## src/rtl/crc32_check_rx8.sv

```systemverilog
`default_nettype none
// ============================================================================
//  Module   : crc32_check_rx8
//  Purpose  : Byte-wide Ethernet receive FCS checker; strips the 4 FCS bytes
//             and reports CRC-32 status and payload length per frame.
//  Revision : 1.0 - initial release
// ============================================================================
module crc32_check_rx8 #(
    parameter int LEN_W = 16
) (
    input  logic             i_clk,
    input  logic             i_rst,
    input  logic             i_dv,
    input  logic [7:0]       i_data_in,
    output logic             o_dv,
    output logic [7:0]       o_data_out,
    output logic             o_frame_done,
    output logic             o_crc_ok,
    output logic             o_crc_err,
    output logic             o_runt,
    output logic [LEN_W-1:0] o_len
);

    localparam logic [31:0]      C_POLY    = 32'h04C11DB7;
    localparam logic [31:0]      C_SEED    = 32'hFFFF_FFFF;
    localparam logic [31:0]      C_RESIDUE = 32'hC704_DD7B;
    localparam logic [LEN_W-1:0] C_LEN_MAX = {LEN_W{1'b1}};

    typedef enum logic [1:0] {
        S_IDLE   = 2'd0,
        S_FILL   = 2'd1,
        S_STREAM = 2'd2
    } state_t;

    state_t           state_q;
    logic [31:0]      crc_q;
    logic [31:0]      crc_d;
    logic [2:0]       cnt_q;
    logic [7:0]       dl_q [4];
    logic [LEN_W-1:0] pay_q;
    logic [LEN_W-1:0] pay_d;

    // MSB-first CRC fed LSB of the byte first, i.e. bit-reversed input.
    function automatic logic [31:0] crc_byte(input logic [31:0] c, input logic [7:0] d);
        logic [31:0] r;
        r = c;
        for (int i = 0; i < 8; i++) begin
            r = {r[30:0], 1'b0} ^ (((r[31] ^ d[i]) == 1'b1) ? C_POLY : 32'h0);
        end
        return r;
    endfunction

    always_comb begin
        crc_d = crc_byte((state_q == S_IDLE) ? C_SEED : crc_q, i_data_in);
        pay_d = (pay_q == C_LEN_MAX) ? pay_q : pay_q + 1'b1;
    end

    always_ff @(posedge i_clk or posedge i_rst) begin
        if (i_rst) begin
            state_q      <= S_IDLE;
            crc_q        <= C_SEED;
            cnt_q        <= 3'd0;
            pay_q        <= '0;
            for (int i = 0; i < 4; i++) dl_q[i] <= 8'h00;
            o_dv         <= 1'b0;
            o_data_out   <= 8'h00;
            o_frame_done <= 1'b0;
            o_crc_ok     <= 1'b0;
            o_crc_err    <= 1'b0;
            o_runt       <= 1'b0;
            o_len        <= '0;
        end else begin
            o_dv         <= 1'b0;
            o_data_out   <= 8'h00;
            o_frame_done <= 1'b0;
            o_crc_ok     <= 1'b0;
            o_crc_err    <= 1'b0;
            o_runt       <= 1'b0;
            case (state_q)
                S_IDLE: begin
                    if (i_dv) begin
                        state_q <= S_FILL;
                        crc_q   <= crc_d;
                        cnt_q   <= 3'd1;
                        dl_q[0] <= i_data_in;
                        for (int i = 1; i < 4; i++) dl_q[i] <= dl_q[i-1];
                    end
                end
                S_FILL, S_STREAM: begin
                    if (i_dv) begin
                        crc_q   <= crc_d;
                        dl_q[0] <= i_data_in;
                        for (int i = 1; i < 4; i++) dl_q[i] <= dl_q[i-1];
                        // The oldest delay-line byte leaves once five bytes are in.
                        if (state_q == S_STREAM || cnt_q == 3'd4) begin
                            state_q    <= S_STREAM;
                            o_dv       <= 1'b1;
                            o_data_out <= dl_q[3];
                            pay_q      <= pay_d;
                        end else begin
                            cnt_q <= cnt_q + 3'd1;
                        end
                    end else begin
                        state_q      <= S_IDLE;
                        o_frame_done <= 1'b1;
                        o_runt       <= (state_q == S_FILL);
                        o_crc_ok     <= (state_q == S_STREAM) && (crc_q == C_RESIDUE);
                        o_crc_err    <= (state_q == S_FILL) || (crc_q != C_RESIDUE);
                        o_len        <= (state_q == S_STREAM) ? pay_q : '0;
                        crc_q        <= C_SEED;
                        cnt_q        <= 3'd0;
                        pay_q        <= '0;
                        for (int i = 0; i < 4; i++) dl_q[i] <= 8'h00;
                    end
                end
                default: state_q <= S_IDLE;
            endcase
        end
    end

endmodule
`default_nettype wire
```

## config.mk

```make
export PLATFORM = sky130hd
export DESIGN_NAME = crc32_check_rx8
export DESIGN_NICKNAME = d
export VERILOG_FILES = /design/src/rtl/crc32_check_rx8.sv
export SDC_FILE = /design/constraint.sdc
export NUM_CORES = 1
export LEC_CHECK = 0
export ABC_AREA = 0
export CORE_MARGIN = 10
export CORE_UTILIZATION = 55
export DETAILED_ROUTE_END_ITERATION = 10
export PLACE_DENSITY = 0.73
export SETUP_SLACK_MARGIN = 0.5
export SYNTH_ARGS = -nofsm -noshare
export SYNTH_HDL_FRONTEND = slang
export SYNTH_SLANG_ARGS = --single-unit
```

## constraint.sdc

```tcl
create_clock -name i_clk -period 4 [get_ports i_clk]
set_input_delay 0.6 -clock i_clk [delete_from_list [all_inputs] [get_ports i_clk]]
set_output_delay 0.6 -clock i_clk [all_outputs]
set_load 0.02 [all_outputs]
```

== Word-level counts from Yosys, hierarchy flattened ==
Cells that the tools add are included.

* Flip-flop bits (word level): 114
* Input bits: 11
* Output and inout bits: 29

* Add/sub/neg operators: 2
* Eq/ne operators: 11
* Mux-type cells: 41
* Bitwise gates (word level): 17
* Reductions and logical operators: 11

{| class="wikitable"
|+ Operator list
! kind !! number
|-
| $xor 32x27->32 || 8
|-
| $mux 27 || 8
|-
| $mux 32 || 5
|-
| $pmux 32 s2 || 2
|-
| $mux 16 || 4
|-
| $eq 32x32->1 const B || 1
|-
| $ne 32x32->1 const B || 1
|-
| $mux 8 || 3
|-
| $add 16x1->16 const B || 1
|-
| $eq 16x16->1 const B || 1
|-
| $mux 1 || 11
|-
| $mux 3 || 3
|-
| $xor 1x1->1 || 8
|-
| $mux 2 || 3
|-
| $ne 3x3->1 const B || 2
|-
| $pmux 3 s2 || 1
|-
| $reduce_and 2->1 || 3
|-
| $reduce_and 3->1 || 2
|-
| $ne 2x2->1 const B || 2
|-
| $pmux 2 s2 || 1
|-
| $add 3x1->3 const B || 1
|-
| $eq 3x3->1 const B || 1
|-
| $eq 2x1->1 const B || 1
|-
| $eq 2x2->1 const B || 1
|-
| 7 further kinds || 8
|}

== Longest topological paths before layout ==
Gate-level depths: netlist (run 1).

* Depth in word-level cells: 28
* Gate-level depth with buffers: 10
* Depth with buffers taken out: 8

== Least setup slack after synthesis (run 1) ==
No wires, ideal clock.

* Path type: in2reg
* Start: input i_data_in[0]
* End: register crc_q[11]
* Setup time: 0.098 ns
* Arrival: 2.326 ns
* Data required time: 3.902 ns
* Slack: 1.575 ns
* Stages: 7
* Buffers on the path: 1
* Cell sequence: buf_6 xnor2_1 or3_4 a211o_1 a211o_1 a41o_1 a221oi_1

* Longest elaborated chain between the ends: 14

{| class="wikitable"
|+ RTL lines
! element !! RTL line !! RTL
|-
| start, declared || 14 || <nowiki>input logic [7:0] i_data_in,</nowiki>
|-
| $xor 1x1->1 * || 48 || <nowiki>r = {r[30:0], 1'b0} ^ (((r[31] ^ d[i]) == 1'b1) ? C_POLY : 32'h0);</nowiki>
|-
| $mux 27 * || 48 ||
|-
| $xor 32x27->32 * (6 in a row) || 48 ||
|-
| $xor 1x1->1 || 48 ||
|-
| $mux 27 || 48 ||
|-
| $xor 32x27->32 * (2 in a row) || 48 ||
|-
| $mux 32, on equally long branches || 90, 81 ||
|-
| $pmux 32 s2 * || 79 || <nowiki>case (state_q)</nowiki>
|-
| end signal, assigned || 83 || <nowiki>crc_q <= crc_d;</nowiki>
|-
| end signal, assigned || 91 || <nowiki>crc_q <= crc_d;</nowiki>
|-
| end, declared || 36 || <nowiki>logic [31:0] crc_q;</nowiki>
|}

Every way passes the cells marked *; elsewhere a longest branch is shown, timed or not. The select of a mux whose other input is x is not followed.
A chain may end at the register's enable or synchronous reset.

== Final worst setup path (run 1) ==
* Start: register state_q[1]
* End: register crc_q[11]

* Longest elaborated chain between the ends: 16

{| class="wikitable"
|+ RTL lines
! element !! RTL line !! RTL
|-
| start, declared || 35 || <nowiki>state_t state_q;</nowiki>
|-
| start signal, assigned || 60 || <nowiki>state_q <= S_IDLE;</nowiki>
|-
| start signal, assigned || 82 || <nowiki>state_q <= S_FILL;</nowiki>
|-
| start signal, assigned || 96 || <nowiki>state_q <= S_STREAM;</nowiki>
|-
| $logic_not 2->1 || 54, 79 ||
|-
| $mux 32 || 54 || <nowiki>crc_d = crc_byte((state_q == S_IDLE) ? C_SEED : crc_q, i_data_in);</nowiki>
|-
| $xor 1x1->1 / $xor 32x27->32 (equally long branches) || 48 ||
|-
| $mux 27 / $xor 1x1->1 (equally long branches) || 48 ||
|-
| $xor 32x27->32 / $mux 27 (equally long branches) || 48 ||
|-
| $xor 32x27->32 (5 in a row) || 48 ||
|-
| $xor 1x1->1 / $xor 32x27->32 (equally long branches) || 48 ||
|-
| $mux 27 / $xor 1x1->1 (equally long branches) || 48 ||
|-
| $xor 32x27->32 / $mux 27 (equally long branches) || 48 ||
|-
| $xor 32x27->32 || 48 ||
|-
| $mux 32, on equally long branches || 90, 81 ||
|-
| $pmux 32 s2 || 79 ||
|}

Several ways; a longest one is shown, not always the timed one. The select of a mux whose other input is x is not followed.

==> results of run 1 <==
==> sequential cells by signal (all words and copies together), names as in the netlist <==
name          cells
crc_q            32
dl_q             32
o_len            16
pay_q            16
o_data_out        8
cnt_q             3
state_q           2
o_crc_err         1
o_crc_ok          1
o_dv              1
o_frame_done      1
o_runt            1
==> metal layers <==
layer,track usage,share of wire
met5,0,0
met4,0.0530,0.010
met3,0.0444,0.050
met2,0.311,0.49
met1,0.247,0.45
==> area by class of cell <==
| type | count | area (um^2) |
|---|---|---|
| fill | 790 | 3390 |
| sequential | 114 | 2890 |
| multi-input combinational | 417 | 2640 |
| timing repair buffer | 51 | 480 |
| clock buffer | 19 | 432 |
| clock inverter | 13 | 174 |
| tap | 136 | 170 |
| inverter | 13 | 52.6 |
==> through the flow <==
stage / setup WS, ns / total power, mW / utilization / cell area, um^2
floorplan: 1.58 / 3.60 / - / 5740
global placement: 0.835 / 4.07 / 0.609 / 6230
detailed placement: 0.752 / 4.13 / 0.609 / 6230
CTS: 1.07 / 5.71 / 0.669 / 6840
global route: 0.802 / 6.04 / 0.669 / 6840
finish: 1.03 / 5.70 / 0.669 / 6840
==> layout by cell type, fill, tap and decap left out, types with 4 or more instances in the layout <==
cell type and instances:
o21ai_0 19, inv_1 11, ha_1 6, nand4_1 9
dfrtp_1 82, nor2_1 71, nand3_1 28, nand2_1 50
buf_4 12, and3_1 8, a22o_1 31, dfstp_2 32
nor4_1 4, xor2_1 31, a21oi_1 41, clkdlybuf4s50_1 39
or3_1 4, nor3_1 4, clkbuf_16 16, xnor2_1 58
and2_1 8
==> critical path: cells and delay by family (launching register included) <==
family          cells  cell delay (ns)
flops               1             0.40
compound gates      4             1.23
simple gates        1             0.29
fa+ha+maj           1             0.46
buf+inv             2             0.48
==> worst paths after layout <==
path / from / endpoint / slack (ns) / cells past startpoint
max: state_q[1] / crc_q[11] / 1.03 / 8
min: o_len[6] / o_len[6] / 0.46 / 2
max in group asynchronous: i_rst / dl_q[20] / 2.76 / 3
min in group asynchronous: i_rst / pay_q[12] / 0.63 / 3
min reg2reg: o_len[6] / o_len[6] / 0.46 / 2
max reg2reg: state_q[1] / crc_q[11] / 1.03 / 8
==> cells by family (layout without fill, tap and decap cells) <==
kind of cell | count (synthesis) | in the layout
xor+xnor | 91 | 91
compound gates | 116 | 116
buf+inv | 52 | 96
mux | 1 | 1
fa+ha+maj | 6 | 6
simple gates | 203 | 203
flops | 114 | 114
==> power groups by stage <==
stage | Combinational (mW) | Clock [mW] | Sequential, mW
floorplan | 1.79 | 0 | 1.81
global placement | 2.12 | 0 | 1.95
detailed placement | 2.17 | 0 | 1.96
CTS | 2.19 | 1.56 | 1.95
global route | 2.42 | 1.62 | 2.00
finish | 2.19 | 1.55 | 1.96
==> impl_metrics.json, run 1 <==
{
  "power_frac_seq": 0.344,
  "dr.pass1.iters": 5,
  "avgViaCountPerCell": 5.65,
  "synth_compound_area_frac": 0.137,
  "cts_resized": 0,
  "synthAdderAreaFrac": 0.0131,
  "dieArea_um2": 14900,
  "fin_worst_hold_slack_ns": 0.462,
  "grt_first_pass_wirelength_um": 22600,
  "fin_crit_sh": 0.743,
  "power.switching_mw": 2.15,
  "setup_viol_count_final": 0,
  "synth_warnings": 0,
  "peakVddDrop_mv": 0.499,
  "cts_tree": "yes",
  "drt_first_iter_violations": 352,
  "cpPeakStageDelay_ns": 0.46,
  "num_rows": 37,
  "final_cells": 763,
  "netSwitchingFraction": 0.377,
  "fmax_mhz": 336,
  "layout.nets": 631,
  "hold_viol_final": 0,
  "min_path_type": "reg2reg",
  "drcViolationCount": 0,
  "ant_nets": 0,
  "gp_congestion": 0.915,
  "drive_gt1_frac": 0.134,
  "core_um2": 10200,
  "comb_power_share": 0.384,
  "vias": 4314,
  "post_cts_buffers": 0,
  "tightest_slew_ns": 0.815,
  "hpwl_um": 9170,
  "rsz0062_at_grt": "no",
  "synth_mux_area_frac": 0.00174,
  "die_h_um": 122,
  "synthMostInstantiatedCell": "dfrtp_1",
  "seq_area_frac_synth": 0.504,
  "p_clk_frac": 0.271,
  "max_slew_margin": 0.456,
  "grt_pass1_vias": 4313,
  "clockRootBuffer": "clkbuf_8",
  "numCtsBuffers": 17,
  "critPathArrivalTime_ns": 3.38,
  "synth_top_family_by_area": "simple AND/OR/NAND/NOR gates",
  "synthXorXnorAreaFrac": 0.143,
  "dp_cells": 731,
  "start_util": 0.561,
  "synth_top_area_cell": "dfrtp_1",
  "synth_area_leaders": "dfrtp_1 36%, dfstp_2 15%, xnor2_1 8.9%",
  "cp_max_fo": 15,
  "cts_buffer_depth": 2,
  "p_int_mw": 3.55,
  "grt_usage": 0.190,
  "grt_max_degree": 67,
  "h-tree-depth": 4,
  "slowest_stage": "ha_1",
  "synthesis.area_um2": 5740,
  "cap_violations": 0,
  "syn_area_per_cell_um2": 9.84,
  "routed_wl_um": 13700,
  "worstSetupStartpointType": "flip-flop",
  "wl_per_cell_um": 17.9,
  "p_per_area_nw_per_um2": 833,
  "maxSlewViolCount": 0,
  "die_x_um": 122,
  "tns_ns": 0,
  "cp.required_ns": 4.41,
  "cts-hold-fix-buffers": 0,
  "ys_seq_elements": 114,
  "cts.clk_slew.worst_paths_ns": 0.06,
  "cp-end-kind": "flip-flop",
  "insertedDiodeCount": 0,
  "synth-simple-area-share": 0.164,
  "ios": 40,
  "io_buffers": 39,
  "synthFlopType": "dfrtp_1",
  "synthArstFlopShare": 1.00,
  "period_minus_slack_ns": 2.97,
  "grt_antenna_before_repair": 0,
  "ys_types": 53,
  "p_leak_nw": 3.00,
  "crit_chain": "inv_1 > ha_1 > inv_1 > and3_1 > a211oi_1 > o211ai_1 > a41o_1 > a221oi_1",
  "grt_overflow": 0,
  "yosysTopAreaCellShare": 0.358,
  "cpMostUsedCell": "inv_1",
  "area_growth_pct": 19.2,
  "synth_nets": 600,
  "synth_common_cells": "82 x dfrtp_1, 72 x nor2_1, 58 x xnor2_1, 50 x nand2_1, 41 x a21oi_1",
  "syn_inst": 583,
  "clk_latency_ns": 0.52,
  "synth_edf_count": 0,
  "clock_sinks": 114,
  "critical_path_class": "reg2reg",
  "status": "finished, final reports clean",
  "skew_ns": 0.0102
}
(Power assumes the default switching activity.)
==> run 2: changes to the inputs <==
clock period = 3.1 ns   (was 4 ns; I/O delays follow)
==> impl_metrics.json, run 2 (synthesis results as in run 1) <==
{
  "hpwl_um": 9250,
  "final.setup.worst_slack_ns": 0.618,
  "cpMostUsedCell": "a211o_1",
  "nFillCells": 779,
  "hold_viol_final": 0,
  "dieArea_um2": 14900,
  "crit_chain": "inv_1 > ha_4 > or3_4 > a211o_1 > a211o_1 > a41o_1 > a221oi_1",
  "start_util": 0.561,
  "layout.nets": 640,
  "rrSetupSlack_ns": 0.62,
  "final_cells": 772,
  "vias": 4439,
  "ant_nets": 0,
  "drt_first_iter_violations": 484,
  "grt_max_degree": 62,
  "timing.rr.start": "state_q[1]",
  "ios": 40,
  "insertedDiodeCount": 0,
  "most-common-layout-cells": "82 x dfrtp_1, 71 x nor2_1, 58 x xnor2_1",
  "cts_tree": "yes",
  "h-tree-depth": 4,
  "cp_max_fo": 16,
  "rr_worst_depth": 7,
  "worstHoldStart": "o_len[13]",
  "cap_violations": 0,
  "grt_first_pass_wirelength_um": 22800,
  "avgViaCountPerCell": 5.75,
  "maxSlewViolCount": 0,
  "cts_buffer_depth": 2,
  "numCtsBuffers": 17,
  "cp.required_ns": 3.50,
  "cts-hold-fix-buffers": 0,
  "cp-end-kind": "flip-flop",
  "post_cts_buffers": 0,
  "r2r-end": "crc_q[8]",
  "drcViolationCount": 0,
  "peakVddDrop_mv": 0.580,
  "critical_path_class": "reg2reg",
  "die_h_um": 122,
  "p_per_area_nw_per_um2": 1060,
  "grt_overflow": 0,
  "place_ws_ns": 0.356,
  "slowest_stage": "or3_4",
  "io_buffers": 39,
  "clockRootBuffer": "clkbuf_8",
  "tns_ns": 0,
  "cts.clk_slew.worst_paths_ns": 0.06,
  "area_growth_pct": 20.1,
  "cp-startpoint": "state_q[1]",
  "reg.largest.list": "crc_q x32, dl_q x32",
  "status": "finished, final reports clean",
  "max_slew_margin": 0.503,
  "grt_usage": 0.192,
  "tightest_slew_ns": 0.745,
  "grt_antenna_before_repair": 0,
  "drive_gt1_frac": 0.146,
  "dr.pass1.iters": 7,
  "period_minus_slack_ns": 2.48,
  "rsz0062_at_grt": "no",
  "num_rows": 37,
  "clk_latency_ns": 0.51,
  "dp_cells": 740,
  "wl_per_cell_um": 17.7,
  "skew_ns": 0.0122,
  "cpPeakStageDelay_ns": 0.42,
  "gp_congestion": 0.902,
  "cts_resized": 1,
  "fin_worst_hold_slack_ns": 0.462,
  "worstSetupStartpointType": "flip-flop",
  "clock_sinks": 114,
  "layout_commonest_cell": "dfrtp_1",
  "p_leak_nw": 3.03,
  "setup_viol_count_final": 0,
  "min_path_type": "reg2reg",
  "core_um2": 10200,
  "die_x_um": 122,
  "fmax_mhz": 403,
  "fin_crit_sh": 0.801,
  "critPathArrivalTime_ns": 2.89,
  "holdPathStages": 2,
  "holdPathEnd": "o_len[13]",
  "utilization": 0.674,
  "routed_wl_um": 13700,
  "grt_pass1_vias": 4520
}
==> run 2: report_power, final <==
group,switching [mW],internal (mW)
sequential,0.419,2.08
clock,0.710,1.15
combinational,1.62,1.30
total,2.75,4.53
==> run 2: metrics by stage <==
step           power [mW]  instance area [um^2]
2_1_floorplan        4.65                  5740
3_3_place_gp         5.28                  6310
3_5_place_dp         5.35                  6310
4_1_cts              7.28                  6880
5_1_grt              7.73                  6890
6_report             7.28                  6890
==> run 2: metal layers <==
| metal | global-route usage | part of all wire | wire (um) | vias up |
|---|---|---|---|---|
| met4 | 0.0773 | 0.018 | 252 | 0 |
| met5 | 0 | 0 | 0 | - |
| met3 | 0.0527 | 0.061 | 830 | 25 |
| met1 | 0.234 | 0.42 | 5730 | 2192 |
| met2 | 0.316 | 0.50 | 6840 | 138 |
| li1 | - | - | - | 2084 |
==> run 2: worst max-delay path: cells and delay by family (launching register included) <==
family / cells / cell delay, ns
compound gates: 4 / 1.24
buf+inv: 1 / 0.10
flops: 1 / 0.37
simple gates: 1 / 0.42
fa+ha+maj: 1 / 0.24
==> run 2: how the worst max path moves through the flow <==
| stage | endpoint | slack, ns | cells past startpoint |
|---|---|---|---|
| after floorplan | crc_q[11] | 0.71 | 8 |
| after global placement | crc_q[8] | 0.41 | 7 |
| after detailed placement | crc_q[8] | 0.36 | 7 |
| after CTS | crc_q[8] | 0.55 | 8 |
| after global routing | crc_q[8] | 0.52 | 6 |
| final | crc_q[8] | 0.62 | 7 |
==> run 2: final cells by class <==
cell class              count  area [um^2]  share of cell area
flip-flops and latches    114         2890               0.420
multi-input cells         417         2660               0.385
repair buffers             60          561              0.0813
clock buffers              20          425              0.0617
well taps                 136          170              0.0247
clock inverters            12          134              0.0194
inverters                  13         52.6             0.00763
==> run 3: changes to the inputs <==
clock period = 2.5 ns   (was 3.1 ns; I/O delays follow)
==> impl_metrics.json, run 3 (synthesis results as in run 1) <==
{
  "power.total_mw": 10.1,
  "layout_commonest_cell": "dfrtp_1",
  "skew_ns": 0.00880,
  "cp_max_fo": 8,
  "ant_nets": 0,
  "drcViolationCount": 0,
  "worstSetupStartpointType": "flip-flop",
  "clockRootBuffer": "clkbuf_8",
  "hpwl_um": 9250,
  "vias": 4732,
  "peakVddDrop_mv": 0.915,
  "cts.clk_slew.worst_paths_ns": 0.06,
  "dr.pass1.iters": 6,
  "start_util": 0.561,
  "p_leak_nw": 3.31,
  "status": "finished, final reports clean",
  "r2r-end": "crc_q[11]",
  "clock_sinks": 114,
  "grt_overflow": 0,
  "hold_viol_final": 0,
  "routed_wl_um": 14900,
  "rr_worst_depth": 7,
  "most-common-layout-cells": "80 x dfrtp_1, 68 x nor2_1, 50 x nand2_1",
  "fin_worst_hold_slack_ns": 0.397,
  "die_x_um": 122,
  "layout.nets": 676,
  "cts-hold-fix-buffers": 0,
  "grt_pass1_vias": 4661,
  "h-tree-depth": 4,
  "num_rows": 37,
  "wl_met2_um": 7310,
  "drive_gt1_frac": 0.274,
  "gp_congestion": 0.938,
  "utilization": 0.739,
  "rsz0062_at_grt": "yes",
  "cts_tree": "yes",
  "cp-end-kind": "flip-flop",
  "ios": 40,
  "reg.largest.list": "crc_q x32, dl_q x32",
  "grt_antenna_before_repair": 0,
  "maxSlewViolCount": 0,
  "critical_path_class": "reg2reg",
  "grt_usage": 0.202,
  "insertedDiodeCount": 0,
  "grt_first_pass_wirelength_um": 23800,
  "p_per_area_nw_per_um2": 1330,
  "period_minus_slack_ns": 2.24,
  "avgViaCountPerCell": 5.86,
  "drt-met1-wl_um": 6250,
  "top_layer": "met4",
  "cts_buffer_depth": 2,
  "dieArea_um2": 14900,
  "numCtsBuffers": 17,
  "area_growth_pct": 31.8,
  "tightest_slew_ns": 0.583,
  "fin_area_um2": 7560,
  "max_slew_margin": 0.611,
  "placed_cell_area_um2": 6480,
  "cap_violations": 0,
  "critPathArrivalTime_ns": 2.69,
  "setup_viol_count_final": 0,
  "cp.required_ns": 2.95,
  "rrSetupSlack_ns": 0.26,
  "fmax_mhz": 446,
  "core_um2": 10200,
  "met3_length_um": 940,
  "io_buffers": 39,
  "grt_max_degree": 115,
  "timing.rr.start": "state_q[1]",
  "die_h_um": 122,
  "wl_per_cell_um": 18.5,
  "clk_latency_ns": 0.54,
  "fin_crit_sh": 0.897,
  "drt_first_iter_violations": 450,
  "min_path_type": "in2async"
}
[run 3: area by class of cell]
type	instances	area (um^2)
Multi-Input combinational cell	417	3000
Sequential cell	114	2900
Fill cell	698	2670
Timing Repair Buffer	96	878
Clock buffer	18	428
Tap cell	136	170
Clock inverter	14	131
Inverter	13	56.3
[run 3: worst max-delay path, stage by stage, from the launching register on]
cell and delay (ns):
dfrtp_1 0.37, inv_2 0.07, ha_4 0.19, or3_4 0.40, a211o_1 0.33, a211o_1 0.33
a41o_1 0.24, a221oi_2 0.22
[run 3: what timing repair did]
action,in CTS,in global routing
cloned,0,0
setup buffers,11,13
pin swaps,10,13
resized for setup,17,49
endpoints found under the setup margin,55,66
[run 3: per-stage QoR]
step,TNS [ns],worst slack (ns),std cells
floorplan,0,0.321,583
global placement,0,0.0376,752
finish,0,0.258,808
global route,0,0.191,808
detailed placement,-0.0730,-0.0472,752
CTS,0,0.263,795
[run 3: worst max path at each step]
stage | startpoint | to | cells after the start
final | state_q[1] | crc_q[11] | 7
after global routing | state_q[1] | crc_q[11] | 7
after CTS | state_q[1] | crc_q[11] | 7
after detailed placement | i_data_in[0] | crc_q[8] | 8
after global placement | i_data_in[0] | crc_q[11] | 7
after floorplan | state_q[0] | crc_q[9] | 8
[run 3: layer usage]
layer	vias up	global-route usage
met2	182	0.324
met1	2360	0.255
met5	-	0
met3	42	0.0546
met4	0	0.0773
li1	2148	-
[run 3: power by group]
part	internal (mW)	switching, mW	total, mW
registers	2.58	0.520	3.10
logic	2.30	2.42	4.72
clock network	1.35	0.913	2.27
total	6.23	3.85	10.1
